`config.mk`:
```
export PLATFORM = sky130hd
export DESIGN_NAME = mult_seq_16
export DESIGN_NICKNAME = d
export VERILOG_FILES = /design/src/rtl/slc3_pkg.sv /design/src/rtl/adder_16.sv /design/src/rtl/mult_seq_16.sv
export SDC_FILE = /design/constraint.sdc
export NUM_CORES = 1
export LEC_CHECK = 0
export ABC_AREA = 1
export BUFFER_PORTS_ARGS = -buffer_cell sky130_fd_sc_hd__buf_2
export CAP_MARGIN = 5
export CORE_MARGIN = 2
export CORE_UTILIZATION = 30
export DETAILED_ROUTE_END_ITERATION = 12
export PLACE_DENSITY = 0.56
export SYNTH_ARGS = -nofsm -noshare
export SYNTH_HDL_FRONTEND = slang
export SYNTH_SLANG_ARGS = --single-unit
```
`constraint.sdc`:
```
create_clock -name Clk -period 4.9 [get_ports Clk]
set_clock_uncertainty 0.05 [all_clocks]
set_input_delay 0.245 -clock Clk [delete_from_list [all_inputs] [get_ports Clk]]
set_output_delay 0.245 -clock Clk [all_outputs]
set_load 0.02 [all_outputs]
```
`src/rtl/slc3_pkg.sv`:
```
// Shared SLC3 datapath types and constants used by the sequential multiplier.
package slc3_pkg;

  typedef enum logic [1:0] {IDLE, RUN, DONE} mult_state_t;

  localparam int MULT_W     = 16;
  localparam int MULT_ITERS = 16;

endpackage

```
`src/rtl/adder_16.sv`:
```
// 16-bit ripple-style adder with carry-in and carry-out.
module adder_16 (
  input  logic [15:0] a,
  input  logic [15:0] b,
  input  logic        cin,
  output logic [15:0] s,
  output logic        cout
);

  assign {cout, s} = {1'b0, a} + {1'b0, b} + {16'b0, cin};

endmodule

```
`src/rtl/mult_seq_16.sv`:
```
// Sequential 16x16 unsigned shift-add multiplier; one add/shift per clock,
// valid/ready handshakes on operands and product.
module mult_seq_16
  import slc3_pkg::*;
#(
  parameter int WIDTH = MULT_W
) (
  input  logic                 Clk,
  input  logic                 Reset_n,
  input  logic                 in_valid,
  output logic                 in_ready,
  input  logic [WIDTH-1:0]     mcand,
  input  logic [WIDTH-1:0]     mplier,
  output logic                 out_valid,
  input  logic                 out_ready,
  output logic [2*WIDTH-1:0]   product
);

  if (WIDTH != MULT_W) begin : g_width_check
    $error("mult_seq_16: WIDTH must be 16 to match adder_16");
  end

  mult_state_t      state;
  logic [WIDTH-1:0] acc;
  logic [WIDTH-1:0] q;
  logic [WIDTH-1:0] m;
  logic [3:0]       cnt;

  logic [WIDTH-1:0] addend;
  logic [WIDTH-1:0] sum;
  logic             carry;

  assign addend = q[0] ? m : '0;

  adder_16 u_adder (
    .a    (acc),
    .b    (addend),
    .cin  (1'b0),
    .s    (sum),
    .cout (carry)
  );

  // NOTE: sequential state uses non-blocking assignments so every register
  // samples pre-edge values, keeping the {acc,q} shift order-independent.
  always_ff @(posedge Clk or negedge Reset_n) begin
    if (!Reset_n) begin
      state <= IDLE;
      acc   <= '0;
      q     <= '0;
      m     <= '0;
      cnt   <= '0;
    end else begin
      case (state)
        IDLE: begin
          if (in_valid) begin
            m     <= mcand;
            q     <= mplier;
            acc   <= '0;
            cnt   <= '0;
            state <= RUN;
          end
        end
        RUN: begin
          // Carry-out lands in acc MSB; the 33-bit value shifts right by one.
          {acc, q} <= {carry, sum, q[WIDTH-1:1]};
          cnt      <= cnt + 4'd1;
          if (cnt == 4'(MULT_ITERS - 1)) begin
            state <= DONE;
          end
        end
        DONE: begin
          if (out_ready) begin
            state <= IDLE;
          end
        end
        default: state <= IDLE;
      endcase
    end
  end

  assign in_ready  = (state == IDLE);
  assign out_valid = (state == DONE);
  assign product   = {acc, q};

endmodule

```
==> metrics.md, run 1 <==
| Metric | Value |
|---|---|
| Leak | 2.30 nW |
| Full die area | 11800 um^2 |
| Failing checks | hold timing |
| GPL Wtd Cong | 0.811 |
| Hold Path Class | in2async |
| Post-synth top area share | 41.1% |
| Antenna violations before repair | 0 |
| GRT Total Usage | 14.4% |
| Max VDD drop | 0.000168 V |
| Overall Power | 2.88 mW |
| Fin area | 3860 um^2 |
| Post-Syn Instances | 451 |
| Worst setup path start | q[0] |
| WHS | -26.4 ps |
| Synthesis-to-finish area growth | 17.4% |
| Dpl ws | 2600 ps |
| DR vias/cell | 4.32 |
| R2r startpoint | q[0] |
| R2r worst-path depth | 14 |
| MaxCap Viol Count | 0 |
| Diode count | 0 |
| Ys async rst share | 100% |
| Fin. Hold Viols | 20 |
| Worst-path cell chain | nand2_1, inv_1, ha_1, inv_1, fa_1, inv_1, nand3_1, nand3_1, nand3_1, nand3_1, nand2_1, nand2_1, nand2_1, nand2_1 |
| Post-DP Area | 3720 um^2 |
| CTS Buf Count | 5 |
| Final setup violation count | 0 |
| Data arrival time of the worst path | 2510 ps |
| Longest Clk Path Bufs | 2 |
| Setup CP Type | reg2reg |
| Post-Syn Area per Cell | 7.29 um^2 |
| Area contributors post-synth | dfrtp_1 (41%), nand2_1 (21%), inv_1 (8.6%), ha_1 (6.5%), nand3_1 (3.2%) |
| Slew headroom | 50.6% |
| H-tree depth | 2 |
| Cell with the most instances after synthesis | nand2_1 |
| Vias in the first global route | 2723 |
| Ports | 70 |
| Share of cells above drive strength 1 | 17.0% |
| CP Data Required Time | 5130 ps |
| Die height | 109 um |
| Post-CTS Setup Repair Bufs | 0 |
| Most used cell, CP | nand2_1 |
| Fin util | 35.9% |
| Slew @ Worst Pin | 740 ps |
| Seq/Total Area, Yosys | 41.1% |
| Via count | 2838 |
| Crit path to | acc[15] |
| Initial core utilization | 30.6% |
| RSZ-0062 raised after global routing | no |
| Reg2reg end | acc[15] |
| Nets | 570 |
| CP Capture Type | flip-flop |
| Status | finished with violations |
| Stages on worst setup path | 14 |
| WL/cell | 12.1 um |
| Setup slack, reg-to-reg | 2620 ps |
| Mapped Nets | 505 |
| Clk pin slew, worst setup/hold paths | 110 ps |
| Post-CTS Hold Buffers | 0 |
| Post-synth top flop | dfrtp_1 |
| Final worst path period need | 2280 ps |
| Core Area | 10700 um^2 |
| Number of clock sinks seen by CTS | 54 |
| TritonCTS clock tree | yes |
| Grt ovf | 0 |
| Clk root buf | clkbuf_8 |
| Crit path buffers/inverters | 3 |
| Most common library cells after synthesis | nand2_1 (180), inv_1 (75), dfrtp_1 (54), nor2_1 (22), nand3_1 (21) |
| Post-synth top area cell | dfrtp_1 |
| Filler instances | 1180 |
| Slew Viols, Final | 0 |
| Fin cells | 657 |
| Cell family contributing the most delay on the critical path | simple AND/OR/NAND/NOR gates |
| Iteration-0 DRC Markers | 123 |
| Largest net degree at the start of global routing | 55 |
| Row count | 38 |
| Worst path max stage delay | 690 ps |
| Dpl cells | 649 |
| YS warnings | 0 |
| Number of synthesized flops with an enable pin | 0 |
| Die width | 109 um |
| Tcrit/Tclk final | 46.6% |
| WL final | 7980 um |
| Seq cells post-synth | 54 |
| Clock latency on the worst-skew pair | 330 ps |
| Post-route setup slack | 2620 ps |
| Detailed placement HPWL | 5900 um |
| Mapped Area | 3290 um^2 |
| First-pass GRT wire length | 13200 um |
| 1st-pass router iterations | 5 |
| Routed Antenna Nets | 0 |
| Worst path slowest cell | dfrtp_1 |
| # DRC | 0 |
| Power density cells | 747 nW/um^2 |
| Crit-path max FO | 18 |
| CP startpoint kind | flip-flop |
| Setup TNS | 0 ps |
| Fmax | 438 MHz |
| Synth unique cells | 35 |
| PortBufs | 69 |
| Post-CTS Resized | 0 |
==> registers in the layout, summed over array words and instances (netlist names) <==
| name | cells |
|---|---|
| q | 16 |
| acc | 16 |
| m | 16 |
| cnt | 4 |
| state | 2 |
==> power breakdown <==
part	switching, mW	internal, mW
registers	0.173	0.674
logic	1.08	0.591
clock network	0.157	0.205
==> cells in the final DEF (no fill, tap or decap), types with 2 or more instances in the layout <==
| cell type | n |
|---|---|
| a21oi_1 | 18 |
| a221oi_1 | 6 |
| buf_2 | 69 |
| bufinv_16 | 2 |
| clkbuf_8 | 5 |
| dfrtp_1 | 54 |
| ha_1 | 17 |
| inv_1 | 75 |
| inv_2 | 3 |
| nand2_1 | 180 |
| nand3_1 | 21 |
| nand3b_1 | 2 |
| nand4_1 | 2 |
| nor2_1 | 22 |
| nor2_8 | 2 |
| nor3_1 | 3 |
| o21ai_0 | 8 |
| o21ai_1 | 2 |
| o22ai_1 | 9 |
==> layer usage <==
metal | part of all wire, % | vias up | track usage [%] | wire length [um]
met5 | 0 | - | 0 | 0
met4 | 1.4 | 0 | 4.40 | 111
met3 | 2.5 | 6 | 2.33 | 197
met2 | 46 | 38 | 23.3 | 3700
met1 | 50 | 1263 | 19.6 | 3960
li1 | - | 1531 | - | -
==> layout make-up <==
type                    count  area [um^2]  area share, %
flip-flops and latches     54         1350           35.0
inverters                  79          302           7.82
well taps                 140          175           4.54
repair buffers             70          353           9.15
clock buffers               5         68.8           1.78
clock inverters             3         68.8           1.78
multi-input cells         306         1540           39.9
==> kinds of logic (layout without fill, tap and decap cells) <==
group                      count (synthesis)  in the layout  synth area share [%]
AOI/OAI and AO/OA                         48             48                  8.87
and+or+nand+nor                          237            237                  30.0
buffers and inverters                     91            157                  12.0
muxes                                      1              1                 0.305
adders and majority gates                 18             18                  7.08
DFF                                       54             54                  41.1
xor gates and xnor gates                   2              2                 0.533
==> how the worst min path moves through the flow <==
stage	from	endpoint	depth (start not counted)
CTS	Reset_n	acc[9]	2
finish	Reset_n	acc[8]	2
detailed placement	Reset_n	acc[9]	2
global route	Reset_n	acc[9]	2
global placement	Reset_n	acc[9]	2
floorplan	Reset_n	acc[0]	0
Note: power is estimated with default switching activity, not from simulation.
==> run 2, diff against run 1 <==
ABC_AREA = 0   (was 1)
PLACE_DENSITY = 0.58   (was 0.56)
clock period = 1.9 ns   (was 4.9 ns; I/O delays follow)
==> run 2 against run 1 <==
The flow finishes with violations (setup timing). Die area shrank 8.3%. Setup slack lost 3000 ps. Cell count shrank 11%. Wire length grew 4.3%. Via count shrank 0.88%. Fmax shrank 1.5%. Global-route usage grew 1.1 points. Critical path type unchanged. Largest cell class unchanged. Largest power group unchanged.
==> metrics.md, run 2 <==
| Metric | Value |
|---|---|
| Status | finished with violations |
| Failing checks | setup timing |
| Overall Power | 8.11 mW (+180%) |
| Dpl cells | 550 (-15%) |
| Max VDD drop | 0.000810 V (+380%) |
| Clock latency on the worst-skew pair | 320 ps (about the same) |
| First-pass GRT wire length | 13800 um (+4.4%) |
| Share of power burned in registers | 27.0% (-2.4 points) |
| TritonCTS clock tree | yes |
| Worst-path cell chain | and2_4, ha_4, inv_2, fa_2, nor2b_4, o211ai_4, a31oi_4, o21a_1, or3_1, a32o_1 |
| Filler instances | 939 (-20%) |
| Die width | 104 um (-4.2%) |
| Number of clock sinks seen by CTS | 54 (unchanged) |
| Hold Path Class | in2reg |
| Share of cells above drive strength 1 | 45.5% (+28 points) |
| Ports | 70 (unchanged) |
| WL final | 8320 um (+4.3%) |
| PortBufs | 69 (unchanged) |
| Dpl ws | -482 ps (-3080 ps) |
| GPL Wtd Cong | 0.842 (+3.8%) |
| Worst hold path endpoint | q[14] |
| Tcrit/Tclk final | 122% (+75 points) |
| Data arrival time of the worst path | 2480 ps (-30 ps) |
| Synth unique cells | 48 (+37%) |
| Leak | 2.05 nW (-11%) |
| Area contributors post-synth | dfrtp_1 (45%), ha_1 (7.1%), o21ai_0 (7.0%), mux2_2 (6.0%), nand2_1 (5.1%) |
| CP Capture Type | flip-flop |
| Number of synthesized flops with an enable pin | 0 (unchanged) |
| Worst hold path cell count | 3 |
| R2r worst-path depth | 10 (-4) |
| Combinational group share of total power | 61.4% (+3.4 points) |
| CTS Buf Count | 5 (unchanged) |
| CP Data Required Time | 2070 ps (-3060 ps) |
| Post-route setup slack | -418 ps (-3030 ps) |
| # DRC | 0 (unchanged) |
| Largest regs | acc: 16 flops, m: 16 flops, q: 16 flops |
| MaxCap Viol Count | 0 (unchanged) |
| RSZ-0062 raised after global routing | yes |
| Worst path slowest cell | dfrtp_2 |
| Seq cells post-synth | 54 (unchanged) |
| Via count | 2813 (-0.88%) |
| YS warnings | 0 (unchanged) |
| Final worst path period need | 2320 ps (+35.0 ps) |
| Full die area | 10800 um^2 (-8.3%) |
| Core Area | 9730 um^2 (-9.5%) |
| 1st-pass router iterations | 4 (-1) |
| Power density cells | 1770 nW/um^2 (+140%) |
| Post-synth top area share | 45.0% (+3.9 points) |
| Fmax | 431 MHz (-1.5%) |
| Slew @ Worst Pin | 828 ps (+88.6 ps) |
| Hold Crit Start | mplier[14] |
| Initial core utilization | 30.9% (+0.30 points) |
| Most common library cells after synthesis | dfrtp_1 (54), o21ai_0 (42), nand2_1 (41), ha_1 (17), mux2_2 (16) |
| GRT Total Usage | 15.4% (+1.1 points) |
| Post-Syn Area per Cell | 9.72 um^2 (+33%) |
| Detailed placement HPWL | 5950 um (+0.87%) |
| Routed Antenna Nets | 0 (unchanged) |
| Reg2reg end | acc[7] |
| Nets | 506 (-11%) |
| Ys async rst share | 100% (unchanged) |
| Worst path max stage delay | 480 ps (-210 ps) |
| R2r startpoint | q[0] |
| Fin cells | 586 (-11%) |
| Crit-path max FO | 8 (-10) |
| Synthesis-to-finish area growth | 52.4% |
| Largest net degree at the start of global routing | 34 (-38%) |
| Setup CP Type | reg2reg |
| Sw Ratio | 41.7% (-7.3 points) |
| Iteration-0 DRC Markers | 77 (-37%) |
| WL/cell | 14.2 um (+17%) |
| Slew Viols, Final | 0 (unchanged) |
| Seq/Total Area, Yosys | 45.0% (+3.9 points) |
| CP startpoint kind | flip-flop |
| Grt ovf | 0 (unchanged) |
| Longest Clk Path Bufs | 2 (unchanged) |
| Vias in the first global route | 2850 (+4.7%) |
| Mapped Area | 3000 um^2 (-8.6%) |
| Clk root buf | clkbuf_8 |
| P_sw | 3.38 mW (+140%) |
| Die height | 104 um (-4.2%) |
| Antenna violations before repair | 1 (+1) |
| Fin util | 47.1% (+11 points) |
| Diode count | 0 (unchanged) |
| Most frequent cells in the layout | buf_2 (69), buf_4 (57), dfrtp_1 (53) |
| Row count | 36 (-5.3%) |
| Slew headroom | 44.7% (-5.9 points) |
| Fin. Hold Viols | 0 (-100%) |
| Setup slack, reg-to-reg | -420 ps (-3030 ps) |
| Cell Int Power | 4.72 mW (+220%) |
| Post-synth top flop | dfrtp_1 |
| DR vias/cell | 4.80 (+11%) |
| Post-synth top area cell | dfrtp_1 |
| H-tree depth | 2 (unchanged) |
| Clk pin slew, worst setup/hold paths | 110 ps (about the same) |
| Commonest non-fill, non-tap cell in the layout | buf_2 |
| Clk pwr share | 11.5% (-1.1 points) |
| Cell with the most instances after synthesis | dfrtp_1 |
| Mapped Nets | 363 (-28%) |
| Post-Syn Instances | 309 (-31%) |
| Final setup violation count | 11 (+11) |
[run 2: cell count changes after synthesis, sizes merged, moves of 6 or more]
| cell | change |
|---|---|
| nand2 | -139 |
| inv | -71 |
| o21ai | +32 |
| nand3 | -18 |
| mux2 | +16 |
| nor2 | -16 |
| a22oi | +15 |
| and2 | +14 |
| clkbuf | +9 |
| nor2b | +9 |
| o22ai | -7 |
| buf | -6 |
[run 2: how the worst max path moves through the flow]
stage,start,to,slack (ps)
4_1_cts,q[0],acc[7],-430
2_1_floorplan,q[0],acc[7],-510
3_5_place_dp,q[0],acc[7],-480
6_report,q[0],acc[7],-420
5_1_grt,q[0],acc[7],-520
3_3_place_gp,q[0],acc[7],-400
[run 2: timing repair]
action,4_1_cts,5_1_grt
buffers inserted,5,5
hold buffers,19,0
setup endpoints to repair,12,12
pin swaps,11,12
hold endpoints to repair,49,0
resized for setup,22,31
[run 2: worst max-delay path, delay by kind of cell, from the launching register on]
| family | cells | cell delay (ps) |
|---|---|---|
| and+or+nand+nor | 3 | 540 |
| buffers and inverters | 1 | 50 |
| DFF | 1 | 480 |
| adders and majority gates | 2 | 380 |
| AOI/OAI and AO/OA | 4 | 730 |
[run 2: kinds of logic after synthesis]
| group | share of synthesized area, % |
|---|---|
| DFF | 45.0 |
| buffers and inverters | 3.00 |
| adders and majority gates | 7.75 |
| muxes | 6.33 |
| and+or+nand+nor | 14.7 |
| xor gates and xnor gates | 2.92 |
| AOI/OAI and AO/OA | 20.3 |
[run 2: layout make-up]
class	count	area [um^2]	share of cell area, %
sequential	54	1350	29.5
clock inverter	3	68.8	1.50
clock buffer	5	68.8	1.50
inverter	8	30.0	0.656
multi-input combinational	232	1850	40.5
timing repair buffer	151	1040	22.7
tap	133	166	3.63
[run 2: stage by stage]
step	setup TNS [ps]	instance area, um^2	hold slack (ps)
global route	-4300	4580	13.0
CTS	-3230	4410	0.896
detailed placement	-3760	3950	173
global placement	-3290	3950	162
finish	-3040	4580	10.4
floorplan	-3850	3080	-251
[run 2: power groups by stage]
stage	clock network [mW]	logic (mW)	registers [mW]
2_1_floorplan	0	2.30	2.48
3_3_place_gp	0	4.25	2.16
3_5_place_dp	0	4.32	2.18
4_1_cts	0.962	4.60	2.18
5_1_grt	1.02	5.45	2.27
6_report	0.936	4.98	2.19
[run 2: per-layer routing]
metal / part of all wire (%) / vias to the layer above / GRT usage (%)
met4: 0.64 / 0 / 2.90
li1: - / 1393 / -
met1: 46 / 1355 / 20.5
met3: 4.6 / 5 / 3.76
met5: 0 / - / 0
met2: 49 / 60 / 25.7
